$ cat src/rtl/blockram_bus_arbiter.sv
// Two-master sequencer for one single-port synchronous block RAM.
// Master 1: 68030-style CPU bus (SIZE/RWn, DSACKn termination).
// Master 2: DMA/loader port with a req/ack handshake.
// Every transfer runs IDLE -> ACCESS -> CAPTURE -> [WAIT] -> ACK -> IDLE.
module blockram_bus_arbiter #(
  parameter int ADDR_W      = 16,
  parameter int WAIT_STATES = 0
) (
  input  logic              clk,
  input  logic              rst,
  // CPU bus
  input  logic              cpu_req,
  input  logic              cpu_rwn,
  input  logic [1:0]        cpu_size,
  input  logic [31:0]       cpu_adr,
  input  logic [31:0]       cpu_dout,
  output logic [31:0]       cpu_din,
  output logic [1:0]        cpu_dsackn,
  // DMA port
  input  logic              dma_req,
  input  logic              dma_we,
  input  logic [ADDR_W-3:0] dma_adr,
  input  logic [31:0]       dma_wdata,
  input  logic [3:0]        dma_be,
  output logic [31:0]       dma_rdata,
  output logic              dma_ack,
  // Block RAM
  output logic              ram_en,
  output logic [3:0]        ram_we,
  output logic [ADDR_W-3:0] ram_addr,
  output logic [31:0]       ram_wdata,
  input  logic [31:0]       ram_rdata
);

  typedef enum logic [2:0] {
    S_IDLE,
    S_ACCESS,
    S_CAPTURE,
    S_WAIT,
    S_ACK
  } state_t;

  typedef enum logic {
    M_CPU,
    M_DMA
  } master_t;

  // Counter preload so that WAIT lasts exactly WAIT_STATES cycles.
  localparam logic [3:0] WAIT_LOAD = (WAIT_STATES > 0) ? 4'(WAIT_STATES - 1) : 4'd0;

  state_t      state, next_state;
  // Owner of the current transfer; after it ends it is the last master served,
  // which is what the tie-break alternates against.
  master_t     last_grant, grant_nxt;
  logic [3:0]  wait_cnt;
  logic [31:0] data_q;
  logic [31:0] term_data;
  logic [3:0]  cpu_mask;
  logic        cpu_abort;

  // Upper CPU address bits are deliberately not decoded: the RAM aliases.
  logic unused_adr_bits;
  assign unused_adr_bits = ^cpu_adr[31:ADDR_W];

  // CPU byte lanes: lanes ofs .. ofs+n-1 (lane 0 = bit 3), anything past lane 3
  // is dropped because the CPU re-runs the remainder as a new cycle.
  function automatic logic [3:0] lane_mask(input logic [1:0] ofs, input logic [1:0] size);
    logic [2:0] n;
    logic [2:0] end_excl;
    n        = (size == 2'b00) ? 3'd4 : {1'b0, size};
    end_excl = {1'b0, ofs} + n;
    return (4'hF >> ofs) & ~(4'hF >> end_excl);
  endfunction

  assign cpu_mask  = lane_mask(cpu_adr[1:0], cpu_size);
  assign cpu_abort = (last_grant == M_CPU) && !cpu_req;
  // With no wait states the data is terminated in the same edge it is captured.
  assign term_data = (state == S_CAPTURE) ? ram_rdata : data_q;

  // Next-state, arbitration and RAM strobe decode.
  always_comb begin
    // NOTE: every signal gets a default first so no path leaves it unassigned,
    // which would otherwise infer a latch.
    next_state = state;
    grant_nxt  = last_grant;
    ram_en     = 1'b0;
    ram_we     = 4'b0000;
    ram_addr   = (last_grant == M_CPU) ? cpu_adr[ADDR_W-1:2] : dma_adr;
    ram_wdata  = (last_grant == M_CPU) ? cpu_dout : dma_wdata;
    case (state)
      S_IDLE: begin
        if (cpu_req && (!dma_req || last_grant == M_DMA)) begin
          grant_nxt  = M_CPU;
          next_state = S_ACCESS;
        end else if (dma_req) begin
          grant_nxt  = M_DMA;
          next_state = S_ACCESS;
        end
      end
      S_ACCESS: begin
        // The strobe is issued even if the CPU is aborting: a write in flight completes.
        ram_en = 1'b1;
        if (last_grant == M_CPU) ram_we = cpu_rwn ? 4'b0000 : cpu_mask;
        else                     ram_we = dma_we ? dma_be : 4'b0000;
        next_state = cpu_abort ? S_IDLE : S_CAPTURE;
      end
      S_CAPTURE: begin
        if (cpu_abort)             next_state = S_IDLE;
        else if (WAIT_STATES == 0) next_state = S_ACK;
        else                       next_state = S_WAIT;
      end
      S_WAIT: begin
        if (cpu_abort)            next_state = S_IDLE;
        else if (wait_cnt == 4'd0) next_state = S_ACK;
      end
      S_ACK: begin
        // DMA ack is a single pulse; the CPU holds termination until it ends the cycle.
        if (last_grant == M_DMA || !cpu_req) next_state = S_IDLE;
      end
      default: next_state = S_IDLE;
    endcase
  end

  // State, grant owner, wait counter and read-data capture register.
  always_ff @(posedge clk or posedge rst) begin
    if (rst) begin
      state      <= S_IDLE;
      last_grant <= M_DMA;
      wait_cnt   <= 4'd0;
      data_q     <= '0;
    end else begin
      // NOTE: sequential state uses non-blocking assignments so every register
      // samples the pre-edge values, independent of statement order.
      state      <= next_state;
      last_grant <= grant_nxt;
      if (state == S_CAPTURE) begin
        wait_cnt <= WAIT_LOAD;
        data_q   <= ram_rdata;
      end else if (state == S_WAIT && wait_cnt != 4'd0) begin
        wait_cnt <= wait_cnt - 4'd1;
      end
    end
  end

  // Registered termination outputs for both masters.
  always_ff @(posedge clk or posedge rst) begin
    if (rst) begin
      cpu_dsackn <= 2'b11;
      cpu_din    <= '0;
      dma_ack    <= 1'b0;
      dma_rdata  <= '0;
    end else begin
      dma_ack <= 1'b0;
      if (next_state == S_ACK && state != S_ACK) begin
        if (last_grant == M_CPU) begin
          cpu_dsackn <= 2'b00;
          cpu_din    <= term_data;
        end else begin
          dma_ack   <= 1'b1;
          dma_rdata <= term_data;
        end
      end else if (state == S_ACK && next_state == S_IDLE && last_grant == M_CPU) begin
        cpu_dsackn <= 2'b11;
        cpu_din    <= '0;
      end
    end
  end

endmodule

$ cat config.mk
export PLATFORM = sky130hd
export DESIGN_NAME = blockram_bus_arbiter
export DESIGN_NICKNAME = d
export VERILOG_FILES = /design/src/rtl/blockram_bus_arbiter.sv
export SDC_FILE = /design/constraint.sdc
export NUM_CORES = 1
export LEC_CHECK = 0
export BUFFER_PORTS_ARGS = -buffer_cell sky130_fd_sc_hd__buf_2
export CORE_MARGIN = 1.5
export CORE_UTILIZATION = 34
export CTS_BUF_LIST = sky130_fd_sc_hd__clkbuf_4
export DETAILED_ROUTE_END_ITERATION = 16
export PLACE_DENSITY = 0.66
export SLEW_MARGIN = 20
export SYNTH_ARGS = -nofsm -noshare
export SYNTH_HDL_FRONTEND = slang
export SYNTH_SLANG_ARGS = --single-unit
export TNS_END_PERCENT = 30
$ cat constraint.sdc
create_clock -name clk -period 3.1 [get_ports clk]
set_input_delay 0.62 -clock clk [delete_from_list [all_inputs] [get_ports clk]]
set_output_delay 0.62 -clock clk [all_outputs]
set_load 0.03 [all_outputs]
==> results of run 1 <==
-- metrics by stage --
stage	area (um^2)	hold slack [ns]
2_1_floorplan	4941	0.4558
3_3_place_gp	6321	0.4571
3_5_place_dp	6321	0.4633
4_1_cts	6424	0.2864
5_1_grt	6424	0.3216
6_report	6426	0.2820
-- worst max-delay path, stage by stage (launching register included) --
cell,delay (ns)
dfstp_2,0.85
buf_4,0.37
mux2_2,0.38
buf_2,0.18
-- where the power goes --
part | internal [mW] | switching [mW]
Combinational | 1.27 | 2.43
Clock | 0.173 | 0.419
Sequential | 2.00 | 0.350
-- worst paths after layout --
kind                                    start            end  slack [ns]
worst max-delay path               last_grant  ram_wdata[26]        0.24
worst min-delay path                      rst     cpu_din[4]        0.28
worst max register to register       state[2]  dma_rdata[28]        1.06
worst min register to register  cpu_dsackn[0]  cpu_dsackn[0]        0.48
max in group asynchronous                 rst     cpu_din[7]        2.36
min in group clk                ram_rdata[17]     data_q[17]        0.39
-- layout make-up --
class | count | area [um^2]
repair buffers | 263 | 1349
inverters | 43 | 165.2
fillers | 1329 | 7616
multi-input cells | 262 | 1927
clock inverters | 4 | 20.02
well taps | 180 | 225.2
flip-flops and latches | 106 | 2655
diodes | 1 | 2.502
clock buffers | 11 | 82.58
-- cells in the final DEF, fill, tap and decap left out, drive strengths merged, types with 2 or more instances in the layout --
cell	n
clkinv	3
o21ai	67
buf	263
mux2	46
o211ai	3
xor2	2
nand2b	2
mux2i	32
nor3	2
clkbuf	11
nand2	37
a211oi	2
clkinvlp	2
nand3	34
nand4	2
dfrtp	104
a31oi	2
ha	3
xnor2	2
dfstp	2
inv	42
a21oi	3
nor2	10
-- cell families after synthesis --
logic type,count (synthesis)
AOI/OAI and AO/OA,79
DFF,106
and+or+nand+nor,97
xor gates and xnor gates,4
muxes,78
buffers and inverters,73
adders and majority gates,4
-- registers in the layout (all words and copies together), names as in the netlist --
signal      flops
cpu_din        32
cpu_dsackn      1
data_q         32
dma_ack         1
dma_rdata      32
last_grant      1
state           3
wait_cnt        4
-- per-layer routing --
metal	global-route usage [%]	routed length, um
met1	23.14	5791
met2	25.03	6228
met3	5.766	1033
met4	4.741	178
met5	0	0
==> impl_metrics.tcl, run 1 <==
set metrics [dict create \
    status "completed" \
    grt_remaining_overflow 0 \
    first_pass_iters 4 \
    synthMuxAreaShare_pct 18.96 \
    numPortBuffers 255 \
    synthArstFlopShare_pct 100.0 \
    synth_common_cells "dfrtp_1, o21ai_1, mux2_2" \
    synth-main-ff-cell "dfrtp_1" \
    die-area_um2 15250 \
    post-place-cells 854 \
    synthXorXnorAreaFrac_pct 0.7096 \
    hp-class "primary input to async pin" \
    ff2ff_path_depth 4 \
    antenna_found_initial 1 \
    cts.sinks 106 \
    synth_edf_count 0 \
    synth_top_family_by_area "multiplexers" \
    maxSlewHeadroom_pct 46.05 \
    start_util_pct 35.16 \
    synth_top_area_cell "dfrtp_1" \
    worstPathArrival_ns 2.24 \
    grt_pass1_vias 3903 \
    synthesis.nets 599 \
    root_buffer "clkbuf_4" \
    cts_tree "built" \
    fin_nets 843 \
    routed_wl_mm 13.23 \
    final_core_util_pct 45.76 \
    p_per_area_nw_per_um2 1035 \
    track_usage_pct 16.76 \
    h-tree-depth 3 \
    place_hpwl_mm 9.696 \
    coreArea_um2 14040 \
    vdd_drop_max_mv 0.4726 \
    ys_top_cells_by_area "dfrtp_1, mux2_2, mux2i_2, o21ai_1, nand3_1" \
    fp.dieH_um 123.5 \
    synthToLayoutAreaGrowth_pct 30.16 \
    synthDominantCellAreaShare_pct 52.71 \
    gp_congestion 0.8214 \
    start_kind "register" \
    fin_tns_setup_ns 0 \
    endpoint_kind "primary output" \
    post-route-min-period_ns 2.857 \
    cts_buffers 9 \
    period_share_pct 92.17 \
    hold_viol 0 \
    ctsHoldBuffers 0 \
    io_pins 272 \
    grt_start_max_net_pins 107 \
    critPathKind "register to primary output" \
    synthSimpleGateAreaFrac_pct 9.377 \
    via_count 4124 \
    synthAdderAreaFrac_pct 1.166 \
    finalSetupViolations 0 \
    drc_errors 0 \
    row_count 43 \
    cts-resized-gates 0 \
    ys_ff_latch 106 \
    leakagePower_nw 3.376 \
    fmax_ghz 0.3500 \
    finalPower_mw 6.651 \
    slew_violations 0 \
    die_x_um 123.5 \
    drt.antenna.violating_nets 0 \
    final.setup_skew_ns 0.01135 \
    drive_above_1_share_pct 51.67 \
    fin_cells 870 \
    clk_pin_slew_ns 0.14 \
    syn_inst 441 \
    fin_ws_ns 0.2427 \
    synth.most_common_cell "dfrtp_1" \
    cp_max_fo 23 \
    synth-compound-area-share_pct 8.464 \
    grt_setup_unrepaired "no" \
    post_cts_buffers 0 \
    drt-wirelength-per-cell_um 15.21 \
    clock_latency_ns 0.46 \
    synth_area_um2 4937 \
    vias_per_cell 4.740 \
    yosysSeqAreaShare_pct 53.78 \
    yosysWarnings 0 \
    place_ws_ns 0.3971 \
    drtIter0Drc 179 \
    worstPathRequired_ns 2.48 \
    grt_first_pass_wirelength_mm 19.57 \
    drv_cap 0 \
    synth_cell_type_count 40 \
    avgSynthCellArea_um2 11.20 \
    clockBufferDepth 2 \
    worst_pin_slew_ns 0.8092 \
]
No activity file was read; power rests on OpenSTA's default activity.
==> run 2, diff against run 1 <==
CELL_PAD_IN_SITES_DETAIL_PLACEMENT = 0   (was default)
CELL_PAD_IN_SITES_GLOBAL_PLACEMENT = 2   (was default)
CORE_UTILIZATION = 24   (was 34)
PLACE_DENSITY = default   (was 0.66)
PLACE_DENSITY_LB_ADDON = 0.1   (was default)
==> run 2 against run 1 <==
Net effect: cell area increased by 3.4%; utilization decreased by 13 points; power grew 2.6%; via count is 1.7% lower; critical path type is now primary input to primary output; critical endpoint is now ram_we[2]; largest power group unchanged.
==> impl_metrics.tcl, run 2 (same netlist as run 1, synthesis figures left out) <==
set metrics [dict create \
    status "completed" \
    finalSetupViolations 0 \
    hold_viol 0 \
    post_cts_buffers 0 \
    fin_tns_setup_ns 0 \
    power_frac_comb_pct 55.4 \
    worstPathRequired_ns 2.48 \
    grt_setup_unrepaired "no" \
    ctsHoldBuffers 0 \
    cp.buffers_inverters 3 \
    numPortBuffers 255 \
    cp_top_family "adder cells" \
    fin_ws_ns 0.4370 \
    largestRegisters "cpu_din: 32 flops, data_q: 32 flops, dma_rdata: 32 flops" \
    fmax_ghz 0.3755 \
    start_util_pct 24.40 \
    internal-power_mw 3.569 \
    clock_latency_ns 0.48 \
    endpoint_kind "primary output" \
    die-area_um2 21440 \
    crit_chain "buf_2 > ha_1 > inv_1 > fa_1 > xnor2_1 > o211ai_1 > a21oi_1 > buf_2" \
    met1_length_mm 5.914 \
    drt-wirelength-per-cell_um 14.54 \
    clockBufferDepth 2 \
    fin_nets 845 \
    gp_congestion 0.6964 \
    grt_start_max_net_pins 107 \
    p_switching_mw 3.253 \
    row_count 52 \
    drt.antenna.violating_nets 0 \
    place_ws_ns 0.4396 \
    critical_path.max_stage_delay_ns 0.37 \
    critPathSlowestCell "fa_1" \
    fp.dieH_um 146.4 \
    seqPwrFrac_pct 33.6 \
    place_hpwl_mm 10.22 \
    grt_first_pass_wirelength_mm 22.36 \
    cp_max_fo 3 \
    die_x_um 146.4 \
    critPathKind "primary input to primary output" \
    grt_pass1_vias 4285 \
    period_share_pct 85.90 \
    hp-class "primary input to async pin" \
    coreArea_um2 20230 \
    worst_pin_slew_ns 0.5926 \
    drv_cap 0 \
    root_buffer "clkbuf_4" \
    cpMostUsedCell "buf_2" \
    grt_remaining_overflow 0 \
    clk_pin_slew_ns 0.18 \
    via_count 4052 \
    final_common_cell "buf_2" \
    wl_met3_um 835 \
    routed_wl_mm 13.99 \
    p_per_area_nw_per_um2 1027 \
    highest-signal-layer "met4" \
    cts_buffers 9 \
    met2_length_mm 7.097 \
    drc_errors 0 \
    vias_per_cell 4.212 \
    track_usage_pct 13.32 \
    post-route-min-period_ns 2.663 \
    cts-resized-gates 0 \
    cts.sinks 106 \
    start_kind "primary input" \
    vdd_drop_max_mv 0.3442 \
    pwr-share-clk_pct 11.0 \
    finalPower_mw 6.822 \
    drive_above_1_share_pct 52.31 \
    h-tree-depth 3 \
    slew_violations 0 \
    final_cell_mix "buf_2, dfrtp_1, o21ai_1" \
    synthToLayoutAreaGrowth_pct 34.59 \
    first_pass_iters 4 \
    final.setup_skew_ns 0.02071 \
    maxSlewHeadroom_pct 60.49 \
    switching_share_pct 47.68 \
    diodes 0 \
    io_pins 272 \
    leakagePower_nw 3.422 \
    cts_tree "built" \
    antenna_found_initial 0 \
    drtIter0Drc 117 \
    worstPathArrival_ns 2.04 \
]
run 2: area by class of cell:
class                           instances  area (um^2)
Fill cell                            2133        13590
Sequential cell                       106         2655
Multi-Input combinational cell        262         1929
Timing Repair Buffer                  265         1409
Tap cell                              270        337.8
Inverter                               43        165.2
Clock buffer                           10        75.07
Clock inverter                          6        73.82
run 2: final timing paths:
path	startpoint	to	slack (ns)	depth (start not counted)
setup / recovery	cpu_adr[0]	ram_we[2]	0.44	8
hold / removal	rst	cpu_din[25]	0.28	3
hold reg to reg	cpu_dsackn[0]	cpu_dsackn[0]	0.48	2
setup reg to reg	state[2]	cpu_din[7]	1.09	5
min in group clk	ram_rdata[26]	data_q[26]	0.36	3
max in group asynchronous	rst	data_q[15]	2.37	3
run 2: worst min-delay path, cell delays in order:
cell and delay (ns):
buf_2 0.11, clkinvlp_4 0.07, buf_12 0.43
run 2: metrics by stage:
step	cells	util [%]	hold slack, ns	cell area, um^2
floorplan	441	-	0.4558	4941
global placement	945	31.97	0.4607	6469
detailed placement	945	31.97	0.4705	6469
CTS	961	32.70	0.2712	6618
global route	962	32.84	0.2806	6645
finish	962	32.84	0.2794	6645
run 2: per-layer routing:
metal / GRT usage (%) / vias to the layer above
met5: 0 / -
met4: 3.333 / 0
met3: 3.750 / 12
met2: 23.79 / 139
met1: 15.72 / 1906
li1: - / 1995
run 2: power by group through the flow:
stage / combinational [mW] / clock (mW) / sequential (mW)
global route: 4.13 / 0.844 / 2.38
floorplan: 2.14 / 0 / 3.03
global placement: 3.80 / 0 / 2.32
detailed placement: 3.84 / 0 / 2.34
finish: 3.78 / 0.752 / 2.29
CTS: 3.84 / 0.803 / 2.31
==> run 3, diff against run 2 <==
PLACE_DENSITY_LB_ADDON = 0.3   (was 0.1)
==> run 3 against run 2 <==
Net effect: sequential cell count is the same; critical path depth shrank 5; setup slack lost 0.12 ns; first-iteration DRC count shrank 9.4%; sequential power grew 2%; largest power group unchanged; combinational power is essentially flat; cell count is the same; routed wire length grew 3.9%; clock-buffer cell count is the same.
==> impl_metrics.tcl, run 3 (same netlist as run 1, synthesis figures left out) <==
set metrics [dict create \
    h-tree-depth 3 \
    drc_errors 0 \
    final_cell_mix "buf_2, dfrtp_1, o21ai_1" \
    p_per_area_nw_per_um2 1026 \
    cts_tree "built" \
    critPathSlowestCell "dfstp_2" \
    ctsHoldBuffers 0 \
    start_kind "register" \
    grt_setup_unrepaired "no" \
    fmax_ghz 0.3592 \
    largestRegisters "cpu_din: 32 flops, data_q: 32 flops, dma_rdata: 32 flops" \
    status "completed" \
    grt_first_pass_wirelength_mm 22.81 \
    place_ws_ns 0.3720 \
    drtIter0Drc 106 \
    die-area_um2 21440 \
    antenna_found_initial 1 \
    die_x_um 146.4 \
    final_common_cell "buf_2" \
    io_pins 272 \
    drt.antenna.violating_nets 0 \
    cp_max_fo 42 \
    cp_top_family "flip-flops" \
    clockBufferDepth 2 \
    synthToLayoutAreaGrowth_pct 33.86 \
    critical_path.max_stage_delay_ns 0.82 \
    period_share_pct 89.81 \
    post-route-min-period_ns 2.784 \
    final_area_um2 6609 \
    fin_ws_ns 0.3160 \
    place_hpwl_mm 10.92 \
    finalSetupViolations 0 \
    drv_cap 0 \
    hp-class "primary input to async pin" \
    dpl_cell_area_um2 6469 \
    grt_pass1_vias 4209 \
    cts_buffers 9 \
    grt_start_max_net_pins 77 \
    worstPathRequired_ns 2.48 \
    cts.sinks 106 \
    drt-wirelength-per-cell_um 15.11 \
    whs_ns 0.2268 \
    critPathKind "register to primary output" \
    worstPathArrival_ns 2.16 \
    endpoint_kind "primary output" \
    clk_pin_slew_ns 0.16 \
    gp_congestion 0.8799 \
    vdd_drop_max_mv 0.3303 \
    track_usage_pct 13.64 \
    fin_nets 844 \
    final.setup_skew_ns 0.01792 \
    post_cts_buffers 0 \
    cp.buffers_inverters 2 \
    numPortBuffers 255 \
    first_pass_iters 4 \
    maxSlewHeadroom_pct 49.66 \
    via_count 4059 \
    worst_pin_slew_ns 0.7551 \
    routed_wl_mm 14.54 \
    root_buffer "clkbuf_4" \
    grt_remaining_overflow 0 \
    fp.dieH_um 146.4 \
    leakagePower_nw 3.408 \
    hold_viol 0 \
    row_count 52 \
    clock_latency_ns 0.47 \
    crit_chain "buf_12 > mux2_2 > buf_2" \
    cts-resized-gates 0 \
    start_util_pct 24.40 \
    slew_violations 0 \
    drive_above_1_share_pct 52.24 \
    fin_tns_setup_ns 0 \
    finalPower_mw 6.783 \
    coreArea_um2 20230 \
    vias_per_cell 4.219 \
]
[run 3: cell count changes in the layout (fill, tap and decap cells not counted), sizes merged]
cell	change
diode	+1
buf	-1
bufinv	-1
clkinvlp	-2
clkinv	+3
[run 3: final timing paths]
kind	start	to	slack, ns	cells past startpoint
max	last_grant	ram_wdata[5]	0.32	3
min	rst	cpu_din[1]	0.23	3
max reg2reg	wait_cnt[0]	cpu_din[28]	0.88	7
min reg2reg	cpu_dsackn[0]	cpu_dsackn[0]	0.48	2
max in group asynchronous	rst	last_grant	2.49	3
min in group clk	ram_rdata[24]	data_q[24]	0.38	3
[run 3: cell type report]
class | count | area (um^2)
repair buffers | 264 | 1381
clock buffers | 10 | 75.07
diodes | 1 | 2.502
well taps | 270 | 337.8
fillers | 2153 | 13630
flip-flops and latches | 106 | 2655
inverters | 43 | 165.2
clock inverters | 6 | 62.56
multi-input cells | 262 | 1929
[run 3: metrics by stage]
stage / util, % / instances
6_report: 32.66 / 962
3_3_place_gp: 31.97 / 945
5_1_grt: 32.66 / 962
4_1_cts: 32.65 / 961
3_5_place_dp: 31.97 / 945
2_1_floorplan: - / 441
[run 3: worst min-delay path, delay by kind of cell]
| kind | cells | cell delay [ns] |
|---|---|---|
| buffers and inverters | 3 | 0.51 |
[run 3: per-layer routing]
layer,routed length [um],global-route usage (%),vias to the layer above
li1,-,-,1986
met1,6443,17.93,1939
met2,7128,22.35,124
met3,808,3.750,10
met4,157,3.131,0
met5,0,0,-
[run 3: power breakdown]
group	switching, mW	leakage [nW]	internal [mW]
combinational	2.46	2.01	1.30
sequential	0.332	1.32	2.00
clock	0.496	0.0758	0.194
total	3.29	3.41	3.50
